[src/rtl/fft_ctrl_pkg.sv]
// Shared types and helpers for the 8-point FFT frame controller.
// Optional build macro FFT_CTRL_BITREV_EN selects bit-reversed unload order (see top).
package fft_ctrl_pkg;

  localparam int N_PTS      = 8;
  localparam int IDX_W      = 3;
  localparam int DEF_DATA_W = 16;

  typedef enum logic [1:0] {
    LOAD   = 2'd0,
    START  = 2'd1,
    WAIT   = 2'd2,
    UNLOAD = 2'd3
  } state_t;

  // Mirrors the 3-bit index, mapping bit-reversed core order back to natural order.
  function automatic logic [IDX_W-1:0] bitrev3(input logic [IDX_W-1:0] idx);
    return {idx[0], idx[1], idx[2]};
  endfunction

endpackage

[src/rtl/fft_ctrl_watchdog.sv]
// Cycle counter that runs while enabled and flags expiry on its last count.
// Cleared synchronously whenever the controller is outside the wait phase.
module fft_ctrl_watchdog #(
  parameter int TIMEOUT_CYC = 1024
) (
  input  logic clk,
  input  logic rst_n,
  input  logic clr,
  input  logic en,
  output logic expired
);

  localparam int CNT_W = (TIMEOUT_CYC > 1) ? $clog2(TIMEOUT_CYC) : 1;
  localparam logic [CNT_W-1:0] LAST_CNT = CNT_W'(TIMEOUT_CYC - 1);

  logic [CNT_W-1:0] count;

  // Saturates at the last count so a held enable cannot wrap back to zero.
  always_ff @(posedge clk or negedge rst_n) begin
    if (!rst_n) begin
      count <= '0;
    end else if (clr) begin
      count <= '0;
    end else if (en && !expired) begin
      count <= count + 1'b1;
    end
  end

  assign expired = en && (count == LAST_CNT);

endmodule

[src/rtl/fft_8_frame_ctrl.sv]
// Frame sequencer for an 8-point FFT core: serial load, start/done handshake, serial unload.
// Define FFT_CTRL_BITREV_EN to unload bit-reversed core results in natural order.
module fft_8_frame_ctrl
  import fft_ctrl_pkg::*;
#(
  parameter int DATA_W      = DEF_DATA_W,
  parameter int TIMEOUT_CYC = 1024
) (
  input  logic                    clk,
  input  logic                    rst_n,
  input  logic                    s_valid,
  output logic                    s_ready,
  input  logic [DATA_W-1:0]       s_real,
  input  logic [DATA_W-1:0]       s_imag,
  input  logic                    s_last,
  output logic                    fft_start,
  output logic [N_PTS*DATA_W-1:0] fft_in_real,
  output logic [N_PTS*DATA_W-1:0] fft_in_imag,
  input  logic                    fft_done,
  input  logic [N_PTS*DATA_W-1:0] fft_out_real,
  input  logic [N_PTS*DATA_W-1:0] fft_out_imag,
  output logic                    m_valid,
  input  logic                    m_ready,
  output logic [DATA_W-1:0]       m_real,
  output logic [DATA_W-1:0]       m_imag,
  output logic [IDX_W-1:0]        m_idx,
  output logic                    m_last,
  output logic                    busy,
  output logic                    err_timeout,
  output logic                    err_frame
);

  localparam int BUS_W = N_PTS * DATA_W;
  localparam logic [IDX_W-1:0] LAST_IDX = IDX_W'(N_PTS - 1);

  state_t           state, state_nxt;
  logic [IDX_W-1:0] wr_ptr, rd_ptr, rd_sel;
  logic [BUS_W-1:0] ibuf_real, ibuf_imag, obuf_real, obuf_imag;
  logic             accept, frame_full, wd_expired;

  assign s_ready    = rst_n && (state == LOAD);
  assign accept     = s_valid && s_ready;
  assign frame_full = accept && (wr_ptr == LAST_IDX);
  // s_last must coincide with the eighth sample; a mismatch either way is flagged.
  assign err_frame  = accept && (s_last != (wr_ptr == LAST_IDX));

  fft_ctrl_watchdog #(
    .TIMEOUT_CYC(TIMEOUT_CYC)
  ) u_watchdog (
    .clk    (clk),
    .rst_n  (rst_n),
    .clr    (state != WAIT),
    .en     (state == WAIT),
    .expired(wd_expired)
  );

  always_ff @(posedge clk or negedge rst_n) begin
    if (!rst_n) begin
      state <= LOAD;
    end else begin
      state <= state_nxt;
    end
  end

  // A done seen in the same cycle as expiry takes priority over the abort.
  always_comb begin
    state_nxt   = state;
    fft_start   = 1'b0;
    busy        = 1'b1;
    m_valid     = 1'b0;
    err_timeout = 1'b0;
    case (state)
      LOAD: begin
        busy = 1'b0;
        if (frame_full) state_nxt = START;
      end
      START: begin
        fft_start = 1'b1;
        state_nxt = WAIT;
      end
      WAIT: begin
        if (fft_done) begin
          state_nxt = UNLOAD;
        end else if (wd_expired) begin
          err_timeout = 1'b1;
          state_nxt   = LOAD;
        end
      end
      UNLOAD: begin
        m_valid = 1'b1;
        if (m_ready && (rd_ptr == LAST_IDX)) state_nxt = LOAD;
      end
      default: state_nxt = LOAD;
    endcase
  end

  // A misaligned s_last restarts the frame from slot 0; stale slots are overwritten later.
  always_ff @(posedge clk or negedge rst_n) begin
    if (!rst_n) begin
      wr_ptr    <= '0;
      rd_ptr    <= '0;
      ibuf_real <= '0;
      ibuf_imag <= '0;
      obuf_real <= '0;
      obuf_imag <= '0;
    end else begin
      if (accept) begin
        ibuf_real[wr_ptr*DATA_W +: DATA_W] <= s_real;
        ibuf_imag[wr_ptr*DATA_W +: DATA_W] <= s_imag;
        if (s_last && (wr_ptr != LAST_IDX)) begin
          wr_ptr <= '0;
        end else begin
          wr_ptr <= wr_ptr + 1'b1;
        end
      end
      if ((state == WAIT) && fft_done) begin
        obuf_real <= fft_out_real;
        obuf_imag <= fft_out_imag;
        rd_ptr    <= '0;
      end else if ((state == UNLOAD) && m_ready) begin
        rd_ptr <= rd_ptr + 1'b1;
      end
    end
  end

`ifdef FFT_CTRL_BITREV_EN
  assign rd_sel = bitrev3(rd_ptr);
`else
  assign rd_sel = rd_ptr;
`endif

  assign fft_in_real = ibuf_real;
  assign fft_in_imag = ibuf_imag;
  assign m_real      = obuf_real[rd_sel*DATA_W +: DATA_W];
  assign m_imag      = obuf_imag[rd_sel*DATA_W +: DATA_W];
  assign m_idx       = rd_sel;
  assign m_last      = (state == UNLOAD) && (rd_ptr == LAST_IDX);

endmodule
[config.mk]
export PLATFORM = sky130hd
export DESIGN_NAME = fft_8_frame_ctrl
export DESIGN_NICKNAME = d
export VERILOG_FILES = /design/src/rtl/fft_ctrl_pkg.sv /design/src/rtl/fft_ctrl_watchdog.sv /design/src/rtl/fft_8_frame_ctrl.sv
export SDC_FILE = /design/constraint.sdc
export NUM_CORES = 1
export LEC_CHECK = 0
export BUFFER_PORTS_ARGS = -buffer_cell sky130_fd_sc_hd__buf_2
export CORE_MARGIN = 2
export CORE_UTILIZATION = 39
export CTS_CLUSTER_SIZE = 40
export DETAILED_ROUTE_END_ITERATION = 6
export GPL_TIMING_DRIVEN = 0
export PLACE_DENSITY = 0.63
export SLEW_MARGIN = 20
export SYNTH_ARGS = -nofsm -noshare
export SYNTH_HDL_FRONTEND = slang
export SYNTH_HIERARCHICAL = 1
export SYNTH_SLANG_ARGS = --single-unit
[constraint.sdc]
create_clock -name clk -period 3.4 [get_ports clk]
set_input_delay 0.34 -clock clk [delete_from_list [all_inputs] [get_ports clk]]
set_output_delay 0.34 -clock clk [all_outputs]
set_load 0.005 [all_outputs]
==> results of run 1 <==
registers in the layout, indices dropped and copies added (netlist names):
signal / cells
m_idx: 3
obuf_real: 128
wr_ptr: 3
fft_in_real: 128
state: 2
fft_in_imag: 128
u_watchdog/count: 10
obuf_imag: 128
metal layers:
metal,global-route usage,part of all wire,wire (µm)
met5,0,0.00052,40
met4,0.0888,0.033,2540
met3,0.0754,0.079,6090
met2,0.425,0.50,38900
met1,0.286,0.38,29700
metrics by stage:
step | area, µm² | hold slack [ps] | power (mW) | worst slack (ps)
final | 32300 | 43.8 | 23.9 | 64.9
after global placement | 27500 | 462 | 16.8 | -8870
after global routing | 32300 | 5.59 | 25.2 | -41.8
after detailed placement | 27700 | 364 | 17.0 | -299
after CTS | 32300 | 4.17 | 24.0 | 11.3
after floorplan | 23600 | 44.4 | 14.0 | 711
cell type report:
class                           count  area (µm²)
Buffer                            107         587
Fill cell                        5029       27800
Multi-Input combinational cell    918        9240
Sequential cell                   530       13300
Inverter                          153         574
Tap cell                          782         978
Clock inverter                     23         273
Clock buffer                       84        1720
Antenna cell                        2        5.00
Timing Repair Buffer              852        5710
how the worst min path moves through the flow:
stage | slack [ps] | to | start
after global placement | 460 | obuf_real[81] | obuf_real[81]
final | 40 | fft_in_imag[119] | s_imag[7]
after detailed placement | 360 | obuf_real[1] | rst_n
after CTS | 4 | obuf_imag[101] | fft_out_imag[101]
after global routing | 6 | obuf_imag[101] | fft_out_imag[101]
after floorplan | 40 | fft_in_imag[0] | rst_n
power groups by stage:
| stage | logic, mW | registers, mW | clock network (mW) |
|---|---|---|---|
| finish | 8.14 | 9.25 | 6.56 |
| global route | 8.76 | 9.43 | 6.96 |
| CTS | 8.10 | 9.19 | 6.69 |
| global placement | 7.58 | 9.18 | 0 |
| floorplan | 5.02 | 8.95 | 0 |
| detailed placement | 7.76 | 9.28 | 0 |
timing repair:
action | CTS | global route
pin swaps | 1 | 0
hold buffers | 257 | 0
setup endpoints to repair | 162 | 94
setup buffers | 3 | 1
gates resized for setup | 11 | 18
hold endpoints to repair | 335 | 0
worst max-delay path: cells and delay by family (launching register included):
family | cells | cell delay [ps]
muxes | 2 | 770
DFF | 1 | 460
buffers and inverters | 3 | 1150
synthesized netlist by cell type (all sizes together) (3+ instances only):
cell and n:
and2 34, nand2 150, nor2b 9, nor2 8, a211oi 5, o21ai 6, nor3b 3, nand3 8
a21oi 4, nor4b 5, nor3 3, ha 11, clkbuf 27, dfrtp 530, nand4 4, nor4bb 3
nand2b 4, mux4 64, mux2 405, and3 21, mux2i 144, inv 153, and3b 4, buf 81
cells by family (layout without fill, tap and decap cells):
logic type | after synthesis | count (layout) | share of synthesized area
other | 0 | 2 | 0
adders and majority gates | 11 | 11 | 0.00583
muxes | 613 | 613 | 0.315
AOI/OAI and AO/OA | 25 | 25 | 0.00796
DFF | 530 | 530 | 0.562
and+or+nand+nor | 268 | 268 | 0.0605
buffers and inverters | 261 | 1219 | 0.0478
xor gates and xnor gates | 1 | 1 | 0.000371
==> summary.md, run 1 <==
| Metric | Value |
|---|---|
| Synthesized instance count | around 1,700 |
| Leakage | 15.8 nW |
| DR vias | ~17,000 |
| Post-route ant nets | 0 |
| 1st-pass router iterations | 5 |
| Clock power share | 0.274 |
| H-tree levels | 2 |
| DIE AREA | about 62,000 µm² |
| Outcome | finished, final reports clean |
| #FFs+latches synth | 530 |
| Ys async rst share | 1.00 |
| Final Non-Filler Cells | approximately 3,500 |
| RR Startpoint | wr_ptr[0] |
| R2R cell count | 10 |
| Post-synth top area cell | dfrtp_1 |
| Wire per inst | approximately 22 µm |
| Final wirelength | 77,200 µm |
| Post-Syn Nets | around 2,000 |
| Crit-path cells | clkbuf_2 -> buf_1 -> mux4_2 -> mux2_2 -> buf_2 |
| Share of layout cells above drive strength 1 | 0.389 |
| GRT Util Overall | 0.245 |
| Commonest non-fill, non-tap cell in the layout | buf_2 |
| Worst clock skew | about 23 ps |
| Slew HR | 0.335 |
| Layout area overhead | 37.1% |
| Final number of setup-violating endpoints | 0 |
| DR iter-0 viols | around 860 |
| Post-Place Cells | 3,082 |
| Final core occ | 0.538 |
| Tightest Pin Transition | between 900 and 1000 ps |
| Unique masters post-synth | slightly below 50 |
| Crit path kind | register to output port |
| Clock sinks | 530 |
| Core Area | roughly 60,000 µm² |
| Net Sw Frac | 0.318 |
| Die width | between 200 and 250 µm |
| Largest net degree at the start of global routing | 90 |
| Row count | 90 |
| Setup TNS | 0 ps |
| Vias per inst | 5.03 |
| Initial Util | 0.392 |
| Max Cap Viol | 0 |
| Drc violations | 0 |
| Clk pin slew, worst setup/hold paths | roughly 60 ps |
| Post-synth EDFFs | 0 |
| Global route overflow | 0 |
| First-pass GRT wire length | between 100,000 and 150,000 µm |
| Mean post-synth cell area | roughly 14 µm² |
| Worst Hold Class | input pin to register |
| CP endpoint | m_real[7] |
| Final min period | about 3300 ps |
| Clk buf depth | 3 |
| CP max stage delay | 660 ps |
| TritonCTS buffer count | 58 |
| CP Max Fanout | 10 |
| Synthesized area | ~24,000 µm² |
| Comb power frac | 0.340 |
| Clock latency on the worst-skew pair | 620 ps |
| PD cells | 740 nW/µm² |
| Final nets | a little under 3,000 |
| Max Fclk | about 0.3 GHz |
| IO Port Bufs | 585 |
| CP startpoint kind | register |
| Setup crit start | m_idx[1] |
| Vias in the first global route | roughly 19,000 |
| Final Hold Fails | 0 |
| CTS tree | yes |
| Root buffer cell | clkbuf_16 |
| Largest cells by area after synthesis | dfrtp_1, mux2_1, mux2_2, mux2i_1, mux4_2 |
| FF-to-FF setup slack | around 130 ps |
| WP data arrival | approximately 3000 ps |
| WHS Path Cells | 3 |
| Warnings, synthesis | 6 |
| Worst flop-to-flop path endpoint | fft_in_imag[29] |
| Slew Limit Fails | 0 |
| Cell Int Power | approximately 16 mW |
| Die height | 250 µm |
| Slowest-stage cell, CP | buf_1 |
| Placer Congestion | 0.854 |
| # IOs | approximately 590 |
| Commonest non-fill, non-tap cells in the layout | buf_2, dfrtp_1, dlygate4sd3_1 |
| Ys flop type | dfrtp_1 |
| Fin crit share | 0.981 |
| Yosys top cell area share | 0.562 |
| Worst EP required | between 3000 and 4000 ps |
| Initial antenna violation count | 6 |
| Sw power | 7.61 mW |
| Reg power frac | 0.386 |
| Crit end category | output port |
| VDD IR max | roughly 0.00044 V |
| DP Wirelength | 55,100 µm |
| Post-synthesis sequential area ratio | 0.562 |
No activity file was read; power rests on OpenSTA's default activity.
==> run 2: changes to the inputs <==
--- a/config.mk
+++ b/config.mk
@@ -11,7 +11,7 @@
 export CTS_CLUSTER_SIZE = 40
 export DETAILED_ROUTE_END_ITERATION = 6
 export GPL_TIMING_DRIVEN = 0
-export PLACE_DENSITY = 0.63
+export PLACE_DENSITY = 0.66
 export SLEW_MARGIN = 20
 export SYNTH_ARGS = -nofsm -noshare
 export SYNTH_HDL_FRONTEND = slang
==> run 2 against run 1 <==
  * Core utilization decreased by 0.12 points
  * Setup slack improved by 130 ps
  * Critical path type unchanged
  * Cell count decreased by 0.20%
  * Sequential share of layout area increased by 0.10 points
  * Sequential power about the same
  * Combinational power increased by 1%
  * Die area unchanged
  * Non-clock buffer count decreased by 4
  * Wire length increased by 0.80%
  * Flip-flop and latch count unchanged
==> summary.md, run 2 (same netlist as run 1, synthesis figures left out) <==
| Metric | Value |
|---|---|
| DR iter-0 viols | between 1,000 and 1,500 |
| DP Wirelength | approximately 54,000 µm |
| Outcome | finished, final reports clean |
| Final Hold Fails | 0 |
| WP data arrival | ~2900 ps |
| Crit path kind | register to output port |
| DR vias | about 17,000 |
| Die width | between 200 and 250 µm |
| Final min period | 3200 ps |
| Worst Hold Class | input pin to register |
| Layout area overhead | 36.8% |
| Max Fclk | ~0.31 GHz |
| DP Area | 27,600 µm² |
| CP startpoint kind | register |
| Clk buf depth | 3 |
| Fin crit share | 0.941 |
| PD cells | 743 nW/µm² |
| WHS Path Cells | 2 |
| Initial antenna violation count | 5 |
| Clock power share | 0.271 |
| Initial Util | 0.392 |
| Clock latency on the worst-skew pair | 600 ps |
| Die height | 250 µm |
| VDD IR max | 0.000453 V |
| RSZ-0062 raised after global routing | false |
| Commonest non-fill, non-tap cell in the layout | buf_2 |
| Vias in the first global route | 19,541 |
| Final wirelength | 77,900 µm |
| Clock sinks | 530 |
| Share of layout cells above drive strength 1 | 0.389 |
| Row count | 90 |
| Global route overflow | 0 |
| Tightest Pin Transition | around 1000 ps |
| Max Cap Viol | 0 |
| Slowest-stage cell, CP | clkbuf_1 |
| Drc violations | 0 |
| TritonCTS buffer count | 58 |
| Vias per inst | about 5.1 |
| Slew HR | 0.301 |
| CP Max Fanout | 10 |
| Worst EP required | roughly 3100 ps |
| Slew Limit Fails | 0 |
| Post-route ant nets | 0 |
| Cell Int Power | between 15 and 20 mW |
| Placer Congestion | 0.867 |
| Final number of setup-violating endpoints | 0 |
| Crit end category | output port |
| Worst clock skew | around 11 ps |
| R2R cell count | 11 |
| Post-route cell area | 32,300 µm² |
| Reg power frac | 0.386 |
| First-pass GRT wire length | between 100,000 and 150,000 µm |
| CP max stage delay | around 760 ps |
| Leakage | around 16 nW |
| Core Area | about 60,000 µm² |
| Wire per inst | around 23 µm |
| Crit-path cells | clkbuf_1 -> mux4_2 -> mux2_2 -> buf_2 |
| # IOs | about 600 |
| Commonest non-fill, non-tap cells in the layout | buf_2, dfrtp_1, dlygate4sd3_1 |
| CTS tree | yes |
| Setup TNS | 0 ps |
| Net Sw Frac | 0.319 |
| Root buffer cell | clkbuf_16 |
| DIE AREA | 62,500 µm² |
| H-tree levels | 2 |
| GRT Util Overall | 0.246 |
| Final nets | between 2,000 and 3,000 |
| Comb power frac | 0.343 |
| 1st-pass router iterations | 5 |
| Clk pin slew, worst setup/hold paths | 60 ps |
| Sw power | ~7.6 mW |
| Largest net degree at the start of global routing | roughly 110 |
| IO Port Bufs | between 500 and 600 |
-- run 2: cell count changes in the layout (fill, tap and decap cells not counted), sizes merged --
cell	change
dlygate4sd3	-1
buf	-3
bufinv	-1
diode	+1
clkbuf	+4
clkinv	-7
-- run 2: path summary, 6_finish.rpt --
check                                       from  slack [ps]         endpoint
worst max register to register         wr_ptr[0]         250  fft_in_imag[62]
min in group asynchronous                  rst_n         310   fft_in_real[4]
max in group asynchronous                  rst_n        1250    obuf_real[88]
worst min-delay path            fft_out_imag[21]          40    obuf_imag[21]
worst min register to register   fft_in_real[79]         470  fft_in_real[79]
worst max-delay path                    m_idx[0]         200       m_imag[14]
-- run 2: layer usage --
layer	global-route usage	wire length, µm	part of all wire	vias up
met4	0.102	3230	0.041	4
met3	0.0721	5780	0.074	187
met2	0.430	39000	0.50	660
met1	0.283	29800	0.38	8910
met5	0	21	0.00027	-
li1	-	-	-	7680
-- run 2: cell type report --
class / count / area [µm²]
clock inverter: 15 / 191
sequential: 530 / 13300
timing repair buffer: 849 / 5660
buffer: 106 / 583
antenna: 3 / 7.51
clock buffer: 88 / 1770
inverter: 153 / 574
multi-input combinational: 918 / 9250
fill: 4961 / 27900
tap: 782 / 978
-- run 2: stage by stage --
stage / setup slack [ps] / hold slack, ps / instances / util / total power [mW]
after detailed placement: -216 / 370 / 3081 / 0.460 / 17.1
after floorplan: 711 / 44.4 / 1709 / - / 14.0
after global placement: -8660 / 463 / 3076 / 0.457 / 16.8
final: 199 / 41.5 / 3444 / 0.537 / 24.0
after global routing: 34.9 / 10.4 / 3443 / 0.537 / 25.1
after CTS: -62.7 / 0.0265 / 3440 / 0.535 / 23.9
-- run 2: power by group through the flow --
stage / combinational (mW) / sequential [mW] / clock, mW
floorplan: 5.02 / 8.95 / 0
global placement: 7.60 / 9.16 / 0
detailed placement: 7.81 / 9.26 / 0
CTS: 8.10 / 9.16 / 6.60
global route: 8.78 / 9.45 / 6.89
finish: 8.22 / 9.26 / 6.49
-- run 2: what timing repair did --
| item | 4_1_cts | 5_1_grt |
|---|---|---|
| hold buffers | 256 | 0 |
| pin swaps | 0 | 1 |
| hold endpoints to repair | 333 | 0 |
| setup endpoints to repair | 168 | 143 |
| setup buffers | 0 | 3 |
| resized for setup | 9 | 25 |
-- run 2: worst max-delay path: cells and delay by family, from the launching register on --
| family | cells | cell delay [ps] |
|---|---|---|
| DFF | 1 | 410 |
| muxes | 2 | 930 |
| buffers and inverters | 2 | 910 |
==> run 3: changes to the inputs <==
==> constraint.sdc (replaced) <==
create_clock -name clk -period 3.4 [get_ports clk]
set_input_delay 0.17 -clock clk [delete_from_list [all_inputs] [get_ports clk]]
set_output_delay 0.17 -clock clk [all_outputs]
set_load 0.005 [all_outputs]
==> run 3 against run 2 <==
  * Register-to-register slack improved by 30 ps
  * Core utilization grew 0.54 points
  * Worst hold slack improved by 12 ps
  * Final area is 1.0% higher
  * Maximum frequency is 2.1% lower
  * Flip-flop and latch count did not move
  * Global-route usage is 0.13 points higher
  * Power up 0.13%
  * Critical endpoint is now m_imag[6]
  * Largest cell class unchanged
==> summary.md, run 3 (same netlist as run 1, synthesis figures left out) <==
| Metric | Value |
|---|---|
| Initial Util | 0.392 |
| DP Wirelength | between 50,000 and 60,000 µm |
| Initial antenna violation count | 5 |
| Placer Congestion | 0.867 |
| Max Cap Viol | 0 |
| CP Max Fanout | 10 |
| Fin crit share | 0.961 |
| Slowest-stage cell, CP | clkbuf_1 |
| CTS tree | yes |
| Share of layout cells above drive strength 1 | 0.383 |
| Final wirelength | about 78,000 µm |
| Critical path depth in cells | 5 |
| Post-route ant nets | 0 |
| Delay-heaviest family, CP | buffers and inverters |
| Final Hold Fails | 0 |
| Die height | between 200 and 250 µm |
| Largest net degree at the start of global routing | around 110 |
| VDD IR max | roughly 0.00045 V |
| Outcome | finished, final reports clean |
| Total Power | roughly 24 mW |
| RSZ-0062 raised after global routing | false |
| Met1 Usage GRT | 0.284 |
| Global route overflow | 0 |
| Setup crit start | m_idx[1] |
| Worst hold start | s_real[10] |
| DR vias | approximately 18,000 |
| Crit path kind | register to output port |
| Crit end category | output port |
| Clock latency on the worst-skew pair | about 600 ps |
| Commonest non-fill, non-tap cell in the layout | buf_2 |
| Vias per inst | a little over 5 |
| CP startpoint kind | register |
| WP data arrival | 3100 ps |
| Row count | 90 |
| Max Fclk | ~0.3 GHz |
| Worst EP required | about 3200 ps |
| IO Port Bufs | ~590 |
| Worst clock skew | between 10 and 15 ps |
| 1st-pass router iterations | 5 |
| Worst Hold Class | input pin to register |
| Final number of setup-violating endpoints | 0 |
| Clk buf depth | 3 |
| TritonCTS buffer count | 58 |
| First-pass GRT wire length | around 120,000 µm |
| Die width | between 200 and 250 µm |
| GRT Max-Usage Layer | met2 |
| CP max stage delay | 580 ps |
| DIE AREA | ~62,000 µm² |
| RR Startpoint | wr_ptr[0] |
| Clk pin slew, worst setup/hold paths | 60 ps |
| # IOs | 592 |
| DR iter-0 viols | 1,072 |
| Clock sinks | 530 |
| Tightest Pin Transition | ~1100 ps |
| Commonest non-fill, non-tap cells in the layout | buf_2, dfrtp_1, dlygate4sd3_1 |
| Final core occ | 0.542 |
| Layout area overhead | 38.2% |
| Crit-path cells | clkbuf_1 -> clkdlybuf4s15_2 -> mux4_2 -> mux2_2 -> buf_2 |
| Worst hold-check slack | around 54 ps |
| Worst path bufs/invs | 3 |
| Core Area | 60,100 µm² |
| GRT Util Overall | 0.248 |
| Final nets | approximately 3,000 |
| Slew HR | 0.292 |
| Root buffer cell | clkbuf_16 |
| Final min period | ~3300 ps |
| H-tree levels | 2 |
| Wire per inst | between 20 and 25 µm |
| Met3 usage | 0.0708 |
| PD cells | 736 nW/µm² |
| Global Route met2 Usage | 0.434 |
| Slew Limit Fails | 0 |
| WHS Path Cells | 3 |
| Drc violations | 0 |
| Vias in the first global route | 19,790 |
| R2R cell count | 11 |
| Leakage | between 15 and 20 nW |
## run 3: cell types whose count changed in the layout (fill, tap and decap cells not counted), sizes merged
cell         delta
dlygate4sd3    +34
buf             +4
clkbuf          -4
## run 3: metal layers
metal	share of wire	up-vias	wire length [µm]
met3	0.074	189	5780
met4	0.042	4	3280
met5	0.00027	-	21
met2	0.50	695	39300
li1	-	7759	-
met1	0.38	8980	29900
## run 3: layout make-up
class                   count  area, µm²
diodes                      3       7.51
well taps                 782        978
clock buffers              88       1770
clock inverters            15        191
plain buffers             106        572
multi-input cells         918       9250
fillers                  4932      27500
repair buffers            883       6000
flip-flops and latches    530      13300
inverters                 153        574
## run 3: worst min-delay path, delay by kind of cell
kind                   cells  cell delay [ps]
buffers and inverters      1              250
AND/OR/NAND/NOR            1              130
multiplexers               1               60
## run 3: repair_timing
item / 4_1_cts / 5_1_grt
pin swaps: 1 / 1
endpoints found under the setup margin: 168 / 106
endpoints found under the hold margin: 498 / 0
gates resized for setup: 12 / 13
hold buffers: 290 / 0
buffers inserted: 0 / 3
## run 3: worst paths after layout
kind | to | slack (ps)
hold reg to reg | fft_in_real[79] | 470
setup / recovery | m_imag[6] | 130
min in group asynchronous | fft_in_real[4] | 140
max in group asynchronous | obuf_real[3] | 1450
hold / removal | fft_in_real[74] | 50
setup reg to reg | fft_in_imag[62] | 280
## run 3: power by group
part | switching, mW | leakage (nW) | internal, mW
registers | 1.07 | 6.20 | 8.19
clock network | 2.63 | 0.966 | 3.87
logic | 3.97 | 8.70 | 4.28
## run 3: through the flow
step | worst slack (ps) | cells | setup TNS [ps] | cell area [µm²]
after floorplan | 711 | 1709 | 0 | 23600
after global placement | -8490 | 3076 | -6333710 | 27500
after detailed placement | -216 | 3081 | -12040 | 27600
after CTS | 18.6 | 3474 | 0 | 32600
after global routing | 28.0 | 3477 | 0 | 32600
final | 131 | 3478 | 0 | 32600
